### src/rtl/regfile_pkg.sv
// Shared types, constants and the multi-port write-priority helper for regfile_mp.
package regfile_pkg;

    localparam int REG_ZERO      = 0;
    localparam int DEFAULT_DW    = 32;
    localparam int DEFAULT_DEPTH = 32;
    localparam int DEFAULT_AW    = $clog2(DEFAULT_DEPTH);

    // Hit vectors are sized for the widest supported writer set.
    localparam int MAX_WP   = 4;
    localparam int WP_IDX_W = 2;

    typedef logic [DEFAULT_AW-1:0] reg_addr_t;
    typedef logic [DEFAULT_DW-1:0] reg_data_t;

    // Returns {valid, index} of the highest-index set bit; later ports overwrite earlier ones.
    function automatic logic [WP_IDX_W:0] pick_writer(input logic [MAX_WP-1:0] hit);
        logic [WP_IDX_W:0] sel;
        sel = '0;
        for (int p = 0; p < MAX_WP; p++) begin
            if (hit[p]) begin
                sel = {1'b1, WP_IDX_W'(p)};
            end
        end
        return sel;
    endfunction

endpackage

### src/rtl/regfile_scoreboard.sv
// Per-register pending bits: writeback clears, issue sets, flush and reset clear all.
module regfile_scoreboard
    import regfile_pkg::*;
#(
    parameter int DEPTH = DEFAULT_DEPTH,
    parameter int NW    = 1,
    localparam int AW   = $clog2(DEPTH)
) (
    input  logic                   clock,
    input  logic                   reset,
    input  logic [NW-1:0]          wr_en,
    input  logic [NW-1:0][AW-1:0]  wr_addr,
    input  logic                   iss_en,
    input  logic [AW-1:0]          iss_addr,
    input  logic                   flush,
    output logic [DEPTH-1:0]       pend,
    output logic                   any_busy
);

    logic [DEPTH-1:0] pend_q, pend_d;
    logic             any_busy_q, any_busy_d;

    // Lowest priority applied first so later statements override it.
    always_comb begin
        pend_d = pend_q;
        for (int p = 0; p < NW; p++) begin
            if (wr_en[p] && (wr_addr[p] != AW'(REG_ZERO))) begin
                pend_d[wr_addr[p]] = 1'b0;
            end
        end
        if (iss_en && (iss_addr != AW'(REG_ZERO))) begin
            pend_d[iss_addr] = 1'b1;
        end
        if (flush) begin
            pend_d = '0;
        end
        pend_d[REG_ZERO] = 1'b0;
        any_busy_d = |pend_d;
    end

    always_ff @(posedge clock) begin
        if (reset) begin
            pend_q     <= '0;
            any_busy_q <= 1'b0;
        end else begin
            pend_q     <= pend_d;
            any_busy_q <= any_busy_d;
        end
    end

    assign pend     = pend_q;
    assign any_busy = any_busy_q;

endmodule

### src/rtl/regfile_mp.sv
// Multi-port register file with x0 hardwired to zero and an integrated pending scoreboard.
// Define REGFILE_BYPASS_EN to forward same-cycle writeback data and busy-clear to the read ports.
module regfile_mp
    import regfile_pkg::*;
#(
    parameter int DW    = DEFAULT_DW,
    parameter int DEPTH = DEFAULT_DEPTH,
    parameter int NR    = 2,
    parameter int NW    = 1,
    localparam int AW   = $clog2(DEPTH)
) (
    input  logic                   clock,
    input  logic                   reset,
    input  logic [NR-1:0][AW-1:0]  rd_addr,
    output logic [NR-1:0][DW-1:0]  rd_data,
    output logic [NR-1:0]          rd_busy,
    input  logic [NW-1:0]          wr_en,
    input  logic [NW-1:0][AW-1:0]  wr_addr,
    input  logic [NW-1:0][DW-1:0]  wr_data,
    input  logic                   iss_en,
    input  logic [AW-1:0]          iss_addr,
    input  logic                   flush,
    output logic                   any_busy
);

    logic [DEPTH-1:0][DW-1:0] entries;
    logic [DEPTH-1:0]         pend;

    regfile_scoreboard #(
        .DEPTH (DEPTH),
        .NW    (NW)
    ) u_scoreboard (
        .clock    (clock),
        .reset    (reset),
        .wr_en    (wr_en),
        .wr_addr  (wr_addr),
        .iss_en   (iss_en),
        .iss_addr (iss_addr),
        .flush    (flush),
        .pend     (pend),
        .any_busy (any_busy)
    );

    genvar gi;
    generate
        for (gi = 0; gi < DEPTH; gi++) begin : g_entry
            if (gi == REG_ZERO) begin : g_zero
                assign entries[gi] = '0;
            end else begin : g_reg
                logic [DW-1:0]       entry_q, entry_d;
                logic [MAX_WP-1:0]   hit;
                logic [WP_IDX_W:0]   sel;

                always_comb begin
                    hit = '0;
                    for (int p = 0; p < NW; p++) begin
                        hit[p] = wr_en[p] && (wr_addr[p] == AW'(gi));
                    end
                    sel     = pick_writer(hit);
                    entry_d = entry_q;
                    for (int p = 0; p < NW; p++) begin
                        if (sel[WP_IDX_W] && (sel[WP_IDX_W-1:0] == WP_IDX_W'(p))) begin
                            entry_d = wr_data[p];
                        end
                    end
                end

                always_ff @(posedge clock) begin
                    if (reset) begin
                        entry_q <= '0;
                    end else begin
                        entry_q <= entry_d;
                    end
                end

                assign entries[gi] = entry_q;
            end
        end

        for (gi = 0; gi < NR; gi++) begin : g_rd
            logic [DW-1:0] rd_data_j;
            logic          rd_busy_j;
`ifdef REGFILE_BYPASS_EN
            logic [MAX_WP-1:0] hit;
            logic [WP_IDX_W:0] sel;
`endif

            always_comb begin
                // Entry 0 and its pending bit are constant zero, so address 0 needs no special case.
                rd_data_j = entries[rd_addr[gi]];
                rd_busy_j = pend[rd_addr[gi]];
`ifdef REGFILE_BYPASS_EN
                hit = '0;
                for (int p = 0; p < NW; p++) begin
                    hit[p] = wr_en[p] && (rd_addr[gi] != AW'(REG_ZERO))
                             && (wr_addr[p] == rd_addr[gi]);
                end
                sel = pick_writer(hit);
                if (sel[WP_IDX_W]) begin
                    for (int p = 0; p < NW; p++) begin
                        if (sel[WP_IDX_W-1:0] == WP_IDX_W'(p)) begin
                            rd_data_j = wr_data[p];
                        end
                    end
                    // A same-cycle re-issue means a newer producer is still outstanding.
                    if (!(iss_en && (iss_addr == rd_addr[gi]))) begin
                        rd_busy_j = 1'b0;
                    end
                end
`endif
            end

            assign rd_data[gi] = rd_data_j;
            assign rd_busy[gi] = rd_busy_j;
        end
    endgenerate

endmodule

### config.mk
export PLATFORM = sky130hd
export DESIGN_NAME = regfile_mp
export DESIGN_NICKNAME = d
export VERILOG_FILES = /design/src/rtl/regfile_pkg.sv /design/src/rtl/regfile_scoreboard.sv /design/src/rtl/regfile_mp.sv
export SDC_FILE = /design/constraint.sdc
export NUM_CORES = 2
export LEC_CHECK = 0
export BUFFER_PORTS_ARGS = -buffer_cell sky130_fd_sc_hd__clkbuf_2
export CAP_MARGIN = 20
export CELL_PAD_IN_SITES_DETAIL_PLACEMENT = 0
export CELL_PAD_IN_SITES_GLOBAL_PLACEMENT = 1
export CORE_ASPECT_RATIO = 0.8
export CORE_MARGIN = 10
export CORE_UTILIZATION = 35
export DETAILED_ROUTE_END_ITERATION = 10
export GPL_ROUTABILITY_DRIVEN = 0
export PLACE_DENSITY_LB_ADDON = 0.1
export SLEW_MARGIN = 20
export SYNTH_ARGS = -nofsm -noshare
export SYNTH_HDL_FRONTEND = slang
export SYNTH_SLANG_ARGS = --single-unit
### constraint.sdc
create_clock -name clock -period 2.6 [get_ports clock]
set_clock_uncertainty 0.15 [all_clocks]
set_input_delay 0.26 -clock clock [delete_from_list [all_inputs] [get_ports clock]]
set_output_delay 0.26 -clock clock [all_outputs]
set_load 0.1 [all_outputs]
==> impl_metrics.yaml <==
global_route:
  grt_overflow: 0
  gr-usage-all-layers: 0.2723
  use_met1: 0.3755
  met3_usage: 0.05086
  grt_pass1_vias: 42670
  grt_pass1_wl_um: 327200
  top_usage_layer: "met2"
  grt_max_degree: 98
  met2_usage: 0.4364
  antenna_found_initial: 9
yosys:
  synth_nets: 5613
  yosysUniqueCellTypes: 37
  synth_ff_type: "dfxtp_1"
  async_flop_share: 0
  yosysTopAreaCell: "dfxtp_1"
  synth.area.top_cells: "dfxtp_1, mux4_2, nand2_1"
  netlist.area_leader.share: 0.3961
  yosys_register_bits: 1024
  yosysWarningCount: 0
  synth_edf_count: 0
  yosysSeqAreaShare: 0.3961
  synth_area_per_cell_um2: 9.315
  syn_area_um2: 51760
  synth_cells: 5556
final_layout:
  area_growth_pct: 21.99
  fin_nets: 5668
  final_common_cell: "nand2_1"
  drive_above_1_share: 0.2849
  final_cells: 7696
  final_area_um2: 63140
  layout_common_cells: "nand2_1, a21oi_1, dfxtp_1, mux4_2, buf_4"
sta:
  setup_violations: 66
  worst_slew_pin_slew_ps: 1012
  grt_setup_unrepaired: "yes"
  period_share: 1.177
  max_freq_mhz: 326.8
  period_needed_ps: 3060
  slew_headroom: 0.3252
  fin_tns_setup_ps: -25120
  finalMaxSlewViolations: 0
  layout_setup_ws_ps: -460.0
  hold_violations: 0
critical_path:
  crit_path_end_kind: "output port"
  critical-path-slowest-cell: "mux4_2"
  critPathKind: "reg -> out"
  arrival_ps: 2650
  worstPathMaxFanout: 3
  cpMostUsedCell: "mux4_2"
  rrSetupSlack_ps: 880
  critPathRequiredTime_ps: 2190
  slowest_delay_ps: 580
  path_buf_inv: 1
  worstPathCellList: "mux4_2 > mux4_2 > mux2_4 > buf_12"
  cp-start-kind: "register"
  cp_top_family: "multiplexers"
placed_design:
  port_buffers: 123
  placed_cells: 7446
  place_area_um2: 58440
  hpwl_um: 139100
detailed_routing:
  routedWlPerCell_um: 29.84
  routed_via_density: 5.790
  antenna_left: 0
  drc: 0
  drt_pass1_iterations: 5
  vias: 44560
  drtIter0Drc: 4945
  wl_um: 229600
clock_network:
  max-clock-path-buffers: 3
  clk_latency_ps: 740
  cts.sinks: 1024
  root_buffer: "clkbuf_16"
  cts_buffers: 115
  clk_pin_slew_ps: 70
  cts_tree: "done"
  htreeDepth: 3
status:
  outcome: "finished, violations left"
  failed_checks: "setup timing"
die:
  fp.dieH_um: 363.9
  io_pins: 124
  die_area_um2: 163800
  fp.dieW_um: 449.9
  start_util: 0.3515
  row_count: 126
  core_area_um2: 147200
power:
  power.density_nw_per_um2: 592.4
  power_leakage_nw: 20.89
  vdd_drop_max_uv: 591.9
run:
  cap_viol_max_count: 0
hold_path:
  hold_path.class: "in -> reg"
[worst reg2reg max path: cells and delay by family (launching register included)]
kind / cells / cell delay, ps
AOI/OAI and AO/OA: 2 / 350
buffers and inverters: 1 / 200
DFF: 1 / 320
and+or+nand+nor: 2 / 580
[where the power goes]
group	switching, mW	total, mW	internal (mW)
clock	7.36	18.4	11.0
combinational	1.99	3.16	1.17
sequential	0.0900	15.9	15.8
[cell families (layout without fill, tap and decap cells)]
kind of cell | count (synthesis) | count (layout) | share of synthesized area
mux | 726 | 726 | 0.2872
other cells | 0 | 1 | 0
simple gates | 2131 | 2131 | 0.1578
buf+inv | 576 | 731 | 0.04557
compound gates | 1099 | 1099 | 0.1134
flops | 1024 | 1024 | 0.3961
[state kept, by name (all words and copies together) (netlist names)]
| register | count |
|---|---|
| u_scoreboard.pend | 31 |
| g_entry.g_reg.entry_q | 992 |
| u_scoreboard.any_busy | 1 |
[metrics by stage]
stage | utilization | total power [mW] | setup slack (ps) | hold WS, ps
after floorplan | - | 17.97 | -47.75 | 246.0
after global placement | 0.3969 | 19.35 | -252.7 | 299.8
after detailed placement | 0.3969 | 19.36 | -270.5 | 306.6
after CTS | 0.4282 | 37.69 | -493.8 | 0.3586
after global routing | 0.4288 | 38.45 | -507.7 | 45.10
final | 0.4288 | 37.41 | -460.0 | 34.53
[cells in the mapped netlist (3+ instances only)]
| cell | n |
|---|---|
| nand4_1 | 4 |
| mux4_2 | 594 |
| buf_2 | 49 |
| a22oi_1 | 6 |
| and2_0 | 3 |
| a32oi_1 | 21 |
| buf_6 | 4 |
| nand3b_1 | 5 |
| nand2_1 | 2024 |
| buf_4 | 28 |
| mux2_2 | 132 |
| buf_1 | 27 |
| a22o_1 | 67 |
| nor2_1 | 59 |
| clkbuf_1 | 467 |
| nand3_1 | 4 |
| a21oi_1 | 998 |
| and3b_1 | 7 |
| and3_1 | 3 |
| nor2b_1 | 4 |
| nor3b_1 | 7 |
| dfxtp_1 | 1024 |
[path summary, 6_finish.rpt]
path / startpoint / cells past startpoint / endpoint
worst min register to register: g_entry[31].g_reg.entry_q[2]$_SDFFE_PP0P_ / 2 / g_entry[31].g_reg.entry_q[2]$_SDFFE_PP0P_
worst max-delay path: g_entry[27].g_reg.entry_q[8]$_SDFFE_PP0P_ / 4 / rd_data[8]
worst min-delay path: wr_data[23] / 3 / g_entry[27].g_reg.entry_q[23]$_SDFFE_PP0P_
worst max register to register: u_scoreboard.pend[17]$_SDFF_PP0_ / 5 / u_scoreboard.any_busy$_SDFF_PP0_
[cell type report]
type / count / area (µm²)
Antenna cell: 1 / 2.502
Clock buffer: 156 / 3274
Clock inverter: 61 / 909.6
Fill cell: 14140 / 84110
Inverter: 1 / 3.754
Multi-Input combinational cell: 3956 / 29460
Sequential cell: 1024 / 20690
Tap cell: 1984 / 2482
Timing Repair Buffer: 513 / 6316
[what timing repair did]
item                                   4_1_cts  5_1_grt
setup endpoints to repair                   66       66
hold buffers                                28        0
endpoints found under the hold margin      341        0
buffers inserted                             1        3
gates resized for setup                    101       50
[routing by layer]
layer  share of wire  wire length [µm]
met3           0.077             17710
met5               0                 0
met1            0.43             98810
met4           0.032              7425
met2            0.46            105700
Note: power is estimated with default switching activity, not from simulation.
